**config.mk**
```make
export PLATFORM = sky130hd
export DESIGN_NAME = pc_call_stack
export DESIGN_NICKNAME = d
export VERILOG_FILES = /design/src/rtl/pc_pkg.sv /design/src/rtl/return_stack.sv /design/src/rtl/pc_call_stack.sv
export SDC_FILE = /design/constraint.sdc
export NUM_CORES = 1
export LEC_CHECK = 0
export ABC_AREA = 1
export BUFFER_PORTS_ARGS = -buffer_cell sky130_fd_sc_hd__buf_2
export CAP_MARGIN = 10
export CORE_UTILIZATION = 45
export CTS_CLUSTER_DIAMETER = 100
export CTS_CLUSTER_SIZE = 40
export DETAILED_ROUTE_END_ITERATION = 10
export MAX_ROUTING_LAYER = met4
export PLACE_DENSITY_LB_ADDON = 0.25
export SETUP_SLACK_MARGIN = 0.5
export SYNTH_ARGS = -nofsm -noshare
export SYNTH_HDL_FRONTEND = slang
export SYNTH_HIERARCHICAL = 1
export SYNTH_SLANG_ARGS = --single-unit
export TNS_END_PERCENT = 5
```
**constraint.sdc**
```tcl
create_clock -name Clock -period 2.3 [get_ports Clock]
set_input_delay 0.115 -clock Clock [delete_from_list [all_inputs] [get_ports Clock]]
set_output_delay 0.115 -clock Clock [all_outputs]
set_load 0.005 [all_outputs]
```
**src/rtl/pc_pkg.sv**
```systemverilog
// Shared types for the PC / return-stack slice: the per-cycle operation
// and its fixed priority decode.
package pc_pkg;

    typedef enum logic [2:0] {
        PC_HOLD,
        PC_LOAD,
        PC_CALL,
        PC_RETURN,
        PC_OFFSET,
        PC_INC
    } pc_op_t;

    // Stall > Load > Call > Return > Offset > increment; lower requests are dropped.
    function automatic pc_op_t decode_op(
        input logic stall,
        input logic load,
        input logic call,
        input logic ret,
        input logic offset
    );
        pc_op_t op;
        if (stall)       op = PC_HOLD;
        else if (load)   op = PC_LOAD;
        else if (call)   op = PC_CALL;
        else if (ret)    op = PC_RETURN;
        else if (offset) op = PC_OFFSET;
        else             op = PC_INC;
        return op;
    endfunction

endpackage

```
**src/rtl/return_stack.sv**
```systemverilog
// Register-array LIFO holding return addresses. A write pointer walks a ring,
// so a push when full overwrites the oldest entry while the count saturates.
module return_stack #(
    parameter int Depth    = 4,
    parameter int Width    = 16,
    parameter int CntWidth = $clog2(Depth + 1)
) (
    input  logic                clk,
    input  logic                rst_n,
    input  logic                push,
    input  logic                pop,
    input  logic [Width-1:0]    push_data,
    output logic [Width-1:0]    top_data,
    output logic [CntWidth-1:0] count,
    output logic                full,
    output logic                empty
);

    localparam int IdxWidth = (Depth > 1) ? $clog2(Depth) : 1;
    localparam logic [CntWidth-1:0] DepthCount = CntWidth'(Depth);
    localparam logic [IdxWidth-1:0] LastIdx    = IdxWidth'(Depth - 1);

    logic [Width-1:0]    mem [Depth];
    logic [IdxWidth-1:0] wptr;
    logic [IdxWidth-1:0] wptr_inc;
    logic [IdxWidth-1:0] top_idx;

    assign wptr_inc = (wptr == LastIdx) ? '0 : wptr + IdxWidth'(1);
    assign top_idx  = (wptr == '0) ? LastIdx : wptr - IdxWidth'(1);

    assign top_data = mem[top_idx];
    assign full     = (count == DepthCount);
    assign empty    = (count == '0);

    // Entry contents are don't-care after reset, so the array carries no reset.
    always_ff @(posedge clk) begin
        if (push) begin
            mem[wptr] <= push_data;
        end
    end

    always_ff @(posedge clk or negedge rst_n) begin
        if (!rst_n) begin
            wptr  <= '0;
            count <= '0;
        end else if (push) begin
            wptr <= wptr_inc;
            if (!full) begin
                count <= count + CntWidth'(1);
            end
        end else if (pop) begin
            wptr  <= top_idx;
            count <= count - CntWidth'(1);
        end
    end

endmodule

```
**src/rtl/pc_call_stack.sv**
```systemverilog
// Program counter with integrated return-address stack and sticky error flags.
// Define PC_STACK_WRAP_EN to make the stack circular (calls when full still push).
module pc_call_stack
    import pc_pkg::*;
#(
    parameter int               Width       = 16,
    parameter int               OffsetWidth = 9,
    parameter int               StackDepth  = 4,
    parameter logic [Width-1:0] ResetValue  = '0
) (
    input  logic                             Clock,
    input  logic                             nReset,
    input  logic                             Stall,
    input  logic                             LoadEnable,
    input  logic [Width-1:0]                 LoadValue,
    input  logic                             OffsetEnable,
    input  logic [OffsetWidth-1:0]           Offset,
    input  logic                             CallEnable,
    input  logic                             ReturnEnable,
    input  logic                             ClearError,
    output logic [Width-1:0]                 CounterValue,
    output logic [$clog2(StackDepth+1)-1:0]  StackCount,
    output logic                             StackEmpty,
    output logic                             StackFull,
    output logic                             StackOverflow,
    output logic                             StackUnderflow
);

    pc_op_t           op;
    logic [Width-1:0] pc_q;
    logic [Width-1:0] pc_next;
    logic [Width-1:0] pc_inc;
    logic [Width-1:0] offset_ext;
    logic [Width-1:0] top_data;
    logic             push;
    logic             pop;
    logic             full;
    logic             empty;
    logic             overflow_set;
    logic             underflow_set;

    assign op         = decode_op(Stall, LoadEnable, CallEnable, ReturnEnable, OffsetEnable);
    assign pc_inc     = pc_q + Width'(1);
    assign offset_ext = Width'($signed(Offset));

`ifdef PC_STACK_WRAP_EN
    assign push = (op == PC_CALL);
`else
    assign push = (op == PC_CALL) && !full;
`endif
    assign pop           = (op == PC_RETURN) && !empty;
    assign overflow_set  = (op == PC_CALL) && full;
    assign underflow_set = (op == PC_RETURN) && empty;

    // A call that cannot push degrades to a plain increment; a failed return holds.
    always_comb begin
        pc_next = pc_q;
        case (op)
            PC_LOAD:   pc_next = LoadValue;
            PC_CALL:   pc_next = push ? LoadValue : pc_inc;
            PC_RETURN: pc_next = pop ? top_data : pc_q;
            PC_OFFSET: pc_next = pc_q + offset_ext;
            PC_INC:    pc_next = pc_inc;
            default:   pc_next = pc_q;
        endcase
    end

    always_ff @(posedge Clock or negedge nReset) begin
        if (!nReset) begin
            pc_q <= ResetValue;
        end else begin
            pc_q <= pc_next;
        end
    end

    // A fresh error in the same cycle as ClearError leaves the flag set.
    always_ff @(posedge Clock or negedge nReset) begin
        if (!nReset) begin
            StackOverflow  <= 1'b0;
            StackUnderflow <= 1'b0;
        end else begin
            StackOverflow  <= overflow_set  | (StackOverflow  & ~ClearError);
            StackUnderflow <= underflow_set | (StackUnderflow & ~ClearError);
        end
    end

    return_stack #(
        .Depth (StackDepth),
        .Width (Width)
    ) u_stack (
        .clk       (Clock),
        .rst_n     (nReset),
        .push      (push),
        .pop       (pop),
        .push_data (pc_inc),
        .top_data  (top_data),
        .count     (StackCount),
        .full      (full),
        .empty     (empty)
    );

    assign CounterValue = pc_q;
    assign StackEmpty   = empty;
    assign StackFull    = full;

endmodule

```
==> key figures <==
STA
  – Worst Hold Margin: approximately 98 ps
  – Worst-case headroom to the max-slew limit: 0.600
  – Fin. Hold Viols: 0
  – Fin crit period: around 1900 ps
  – RSZ-0062 raised after global routing: yes
  – Max Clk Rate: 539 MHz
  – Post-route clock period utilization: 0.807
  – Layout Skew: roughly 6.7 ps
  – Final Setup Violations: 0
  – Slew Viols, Final: 0
  – Tightest Pin Transition: 600 ps
  – Sum Neg Setup Slack: 0 ps

Synthesis
  – Number of flops mapped to enable cells by yosys: 64
  – Share of synthesized area occupied by flip-flops and latches: 0.462
  – Share of flip-flops with an asynchronous set or reset: 0.264
  – Most instantiated flip-flop cell in the synthesis netlist: sky130_fd_sc_hd__edfxtp_1
  – Count of cell types in the netlist: 43
  – Number of storage elements in the synthesis netlist: between 80 and 90
  – Mean area per synthesized cell: between 7 and 8 um2
  – Area fraction of the dominant cell type after synthesis: 0.355
  – Largest cells by area after synthesis: sky130_fd_sc_hd__edfxtp_1, sky130_fd_sc_hd__nand2_1, sky130_fd_sc_hd__dfrtp_1
  – Post-synthesis instance area: approximately 5400 um2
  – Count of mapped cells out of synthesis: 680
  – Syn. warnings: 6
  – Net count after synthesis: between 700 and 800
  – Library cell with the largest summed area after synthesis: sky130_fd_sc_hd__edfxtp_1

Pwr
  – Switching share of power: 0.400
  – Leakage power total: about 2.9 nW
  – Highest ir drop seen on vdd: between 0.0004 and 0.0005 V
  – Total net switching power: 2.55 mW
  – Sequential Power Share: 0.326
  – Fraction of power consumed by combinational cells: 0.445
  – Sum of internal, switching and leakage power: 6.39 mW
  – Clock share of power: 0.229
  – Power density over the cells: ~1000 nW/um2
  – Cell internal pwr: between 3 and 4 mW

Detailed routing
  – Initial DRT Pass Iterations: 5
  – DRC violation count after routing: 0
  – WL final: 14.4 mm
  – Remaining antenna violation count after routing: 0
  – Vias: 4779
  – Detail-routed net length per standard cell: ~16 um
  – First DRT Iteration DRCs: around 430
  – Via-to-Cell Ratio: about 5.3

Die
  – Count of boundary I/O pins: between 50 and 60
  – Number of placement rows: 39
  – Placeable core region: between 10000 and 15000 um2
  – Die Height: ~110 um
  – Width of the die: 112 um
  – Die Area: between 10000 and 15000 um2
  – Starting utilization of the core area: 0.468

Finish
  – Final cell count without fillers: 901
  – # diodes: 0
  – # nets final: ~810
  – Layout overhead on the synthesized area: 19.3%
  – Most frequent cells in the layout: sky130_fd_sc_hd__nand2_1, sky130_fd_sc_hd__inv_1, sky130_fd_sc_hd__edfxtp_1
  – Most common cell after layout, fill and taps aside: sky130_fd_sc_hd__nand2_1
  – Final instance area: ~6500 um2
  – Layout cells sized above 1: 0.210

Placement
  – Placed Instance Area: 5880 um2
  – Number of cells after detailed placement: a little under 900
  – Port buffer count: between 50 and 60
  – Detail Placement HPWL: around 10 mm
  – Weighted congestion at the end of routability-driven global placement: 0.944

Worst setup path
  – Arrival @ worst endpoint: about 2100 ps
  – Kind of end point of the critical path: flop
  – Max FO, Critical Path: 6
  – Worst Setup Path Type: reg2reg
  – Required time of the worst setup path: 2540 ps
  – Launching element type of the critical path: flop

Min path
  – Kind of path behind the tightest hold check: in2reg

Global route
  – Antenna violations before repair: 0
  – Global-route congestion overflow total: 0
  – GR Util All Layers: 0.246
  – Global-route wire length before repair: between 20 and 25 mm
  – Vias in the first global route: about 4500
  – Maximum number of pins on one net before global-route repair: 37

Clock network
  – Clock Path Buffers: 2
  – CTS tree: built
  – Sinks on Clock Net: slightly below 90
  – Clock buffers created by TritonCTS: 9
  – Worst-skew pair later-pin latency: between 300 and 400 ps
  – Clock slew at reported path FFs: 60 ps
  – Root cell of the clock tree: sky130_fd_sc_hd__clkbuf_16
  – Count of H-tree levels built during CTS: 3

Job
  – Max Cap Violations: 0

Outcome
  – Run status: complete, no violations
worst max-delay path, stage by stage (launching register included):
cell	delay (ps)
sky130_fd_sc_hd__dfrtp_1	390
sky130_fd_sc_hd__ha_2	320
sky130_fd_sc_hd__nand2_1	140
sky130_fd_sc_hd__nand2_1	60
sky130_fd_sc_hd__a21oi_1	150
sky130_fd_sc_hd__nand2_2	120
sky130_fd_sc_hd__or2_2	290
sky130_fd_sc_hd__nand2_1	70
sky130_fd_sc_hd__nand4_1	70
sky130_fd_sc_hd__o21ai_1	90
sky130_fd_sc_hd__inv_1	50
stage by stage:
step           setup slack (ps)  utilization
2_1_floorplan               492            -
3_3_place_gp                342        0.509
3_5_place_dp                294        0.509
4_1_cts                     460        0.547
5_1_grt                     331        0.558
6_report                    445        0.558
repair_timing:
item,CTS,global route
pin swaps,1,2
endpoints found under the hold margin,25,0
hold buffers,2,0
gates resized for setup,17,27
endpoints found under the setup margin,38,59
buffers inserted,7,1
area by class of cell:
class                   count  area, um2
flip-flops and latches     87       2500
fillers                  1038       5110
inverters                 100        390
well taps                 143        179
repair buffers             80        475
multi-input cells         475       2600
clock buffers              13        260
clock inverters             3       41.3
synthesized netlist by cell type (7+ instances only):
cell type and n:
sky130_fd_sc_hd__a21oi_1 43, sky130_fd_sc_hd__o21ai_1 20, sky130_fd_sc_hd__nand3_1 50, sky130_fd_sc_hd__o21ai_0 35, sky130_fd_sc_hd__nor2_1 55, sky130_fd_sc_hd__ha_1 21, sky130_fd_sc_hd__nand2_1 185, sky130_fd_sc_hd__edfxtp_1 64
sky130_fd_sc_hd__inv_1 94, sky130_fd_sc_hd__nand2_2 7, sky130_fd_sc_hd__dfrtp_1 23, sky130_fd_sc_hd__nand4_1 9, sky130_fd_sc_hd__buf_2 7
flip-flops by register name (all words and copies together) (netlist names):
signal,cells
u_stack/mem,64
StackUnderflow,1
u_stack/wptr,2
StackOverflow,1
CounterValue,16
u_stack/count,3
cell families after synthesis:
| family | after synthesis | share of synthesized area |
|---|---|---|
| adders and majority gates | 23 | 0.0560 |
| and+or+nand+nor | 330 | 0.261 |
| DFF | 87 | 0.462 |
| AOI/OAI and AO/OA | 115 | 0.116 |
| buffers and inverters | 118 | 0.0941 |
| xor gates and xnor gates | 7 | 0.0113 |
metal layers:
| metal | GRT usage | vias up | wire length, um |
|---|---|---|---|
| li1 | - | 2373 | - |
| met1 | 0.319 | 2213 | 6280 |
| met2 | 0.404 | 176 | 7020 |
| met3 | 0.0212 | 17 | 837 |
| met4 | 0.0928 | 0 | 280 |
| met5 | - | - | 0 |
power groups by stage:
stage                     clock network (mW)  registers, mW  logic, mW
after floorplan                            0           2.09       1.95
after global placement                     0           2.09       2.50
after detailed placement                   0           2.09       2.56
after CTS                               1.47           2.07       2.71
after global routing                    1.54           2.10       3.16
final                                   1.46           2.08       2.84
path summary, 6_finish.rpt:
| kind | from | endpoint | slack (ps) | depth (start not counted) |
|---|---|---|---|---|
| hold reg to reg | StackUnderflow | StackUnderflow | 530 | 2 |
| min in group asynchronous | nReset | StackOverflow | 310 | 2 |
| setup / recovery | CounterValue[3] | CounterValue[6] | 440 | 10 |
| setup reg to reg | CounterValue[3] | CounterValue[6] | 440 | 10 |
| max in group asynchronous | nReset | u_stack/count[0] | 1560 | 2 |
| hold / removal | LoadValue[11] | CounterValue[11] | 100 | 5 |
(Power assumes the default switching activity.)
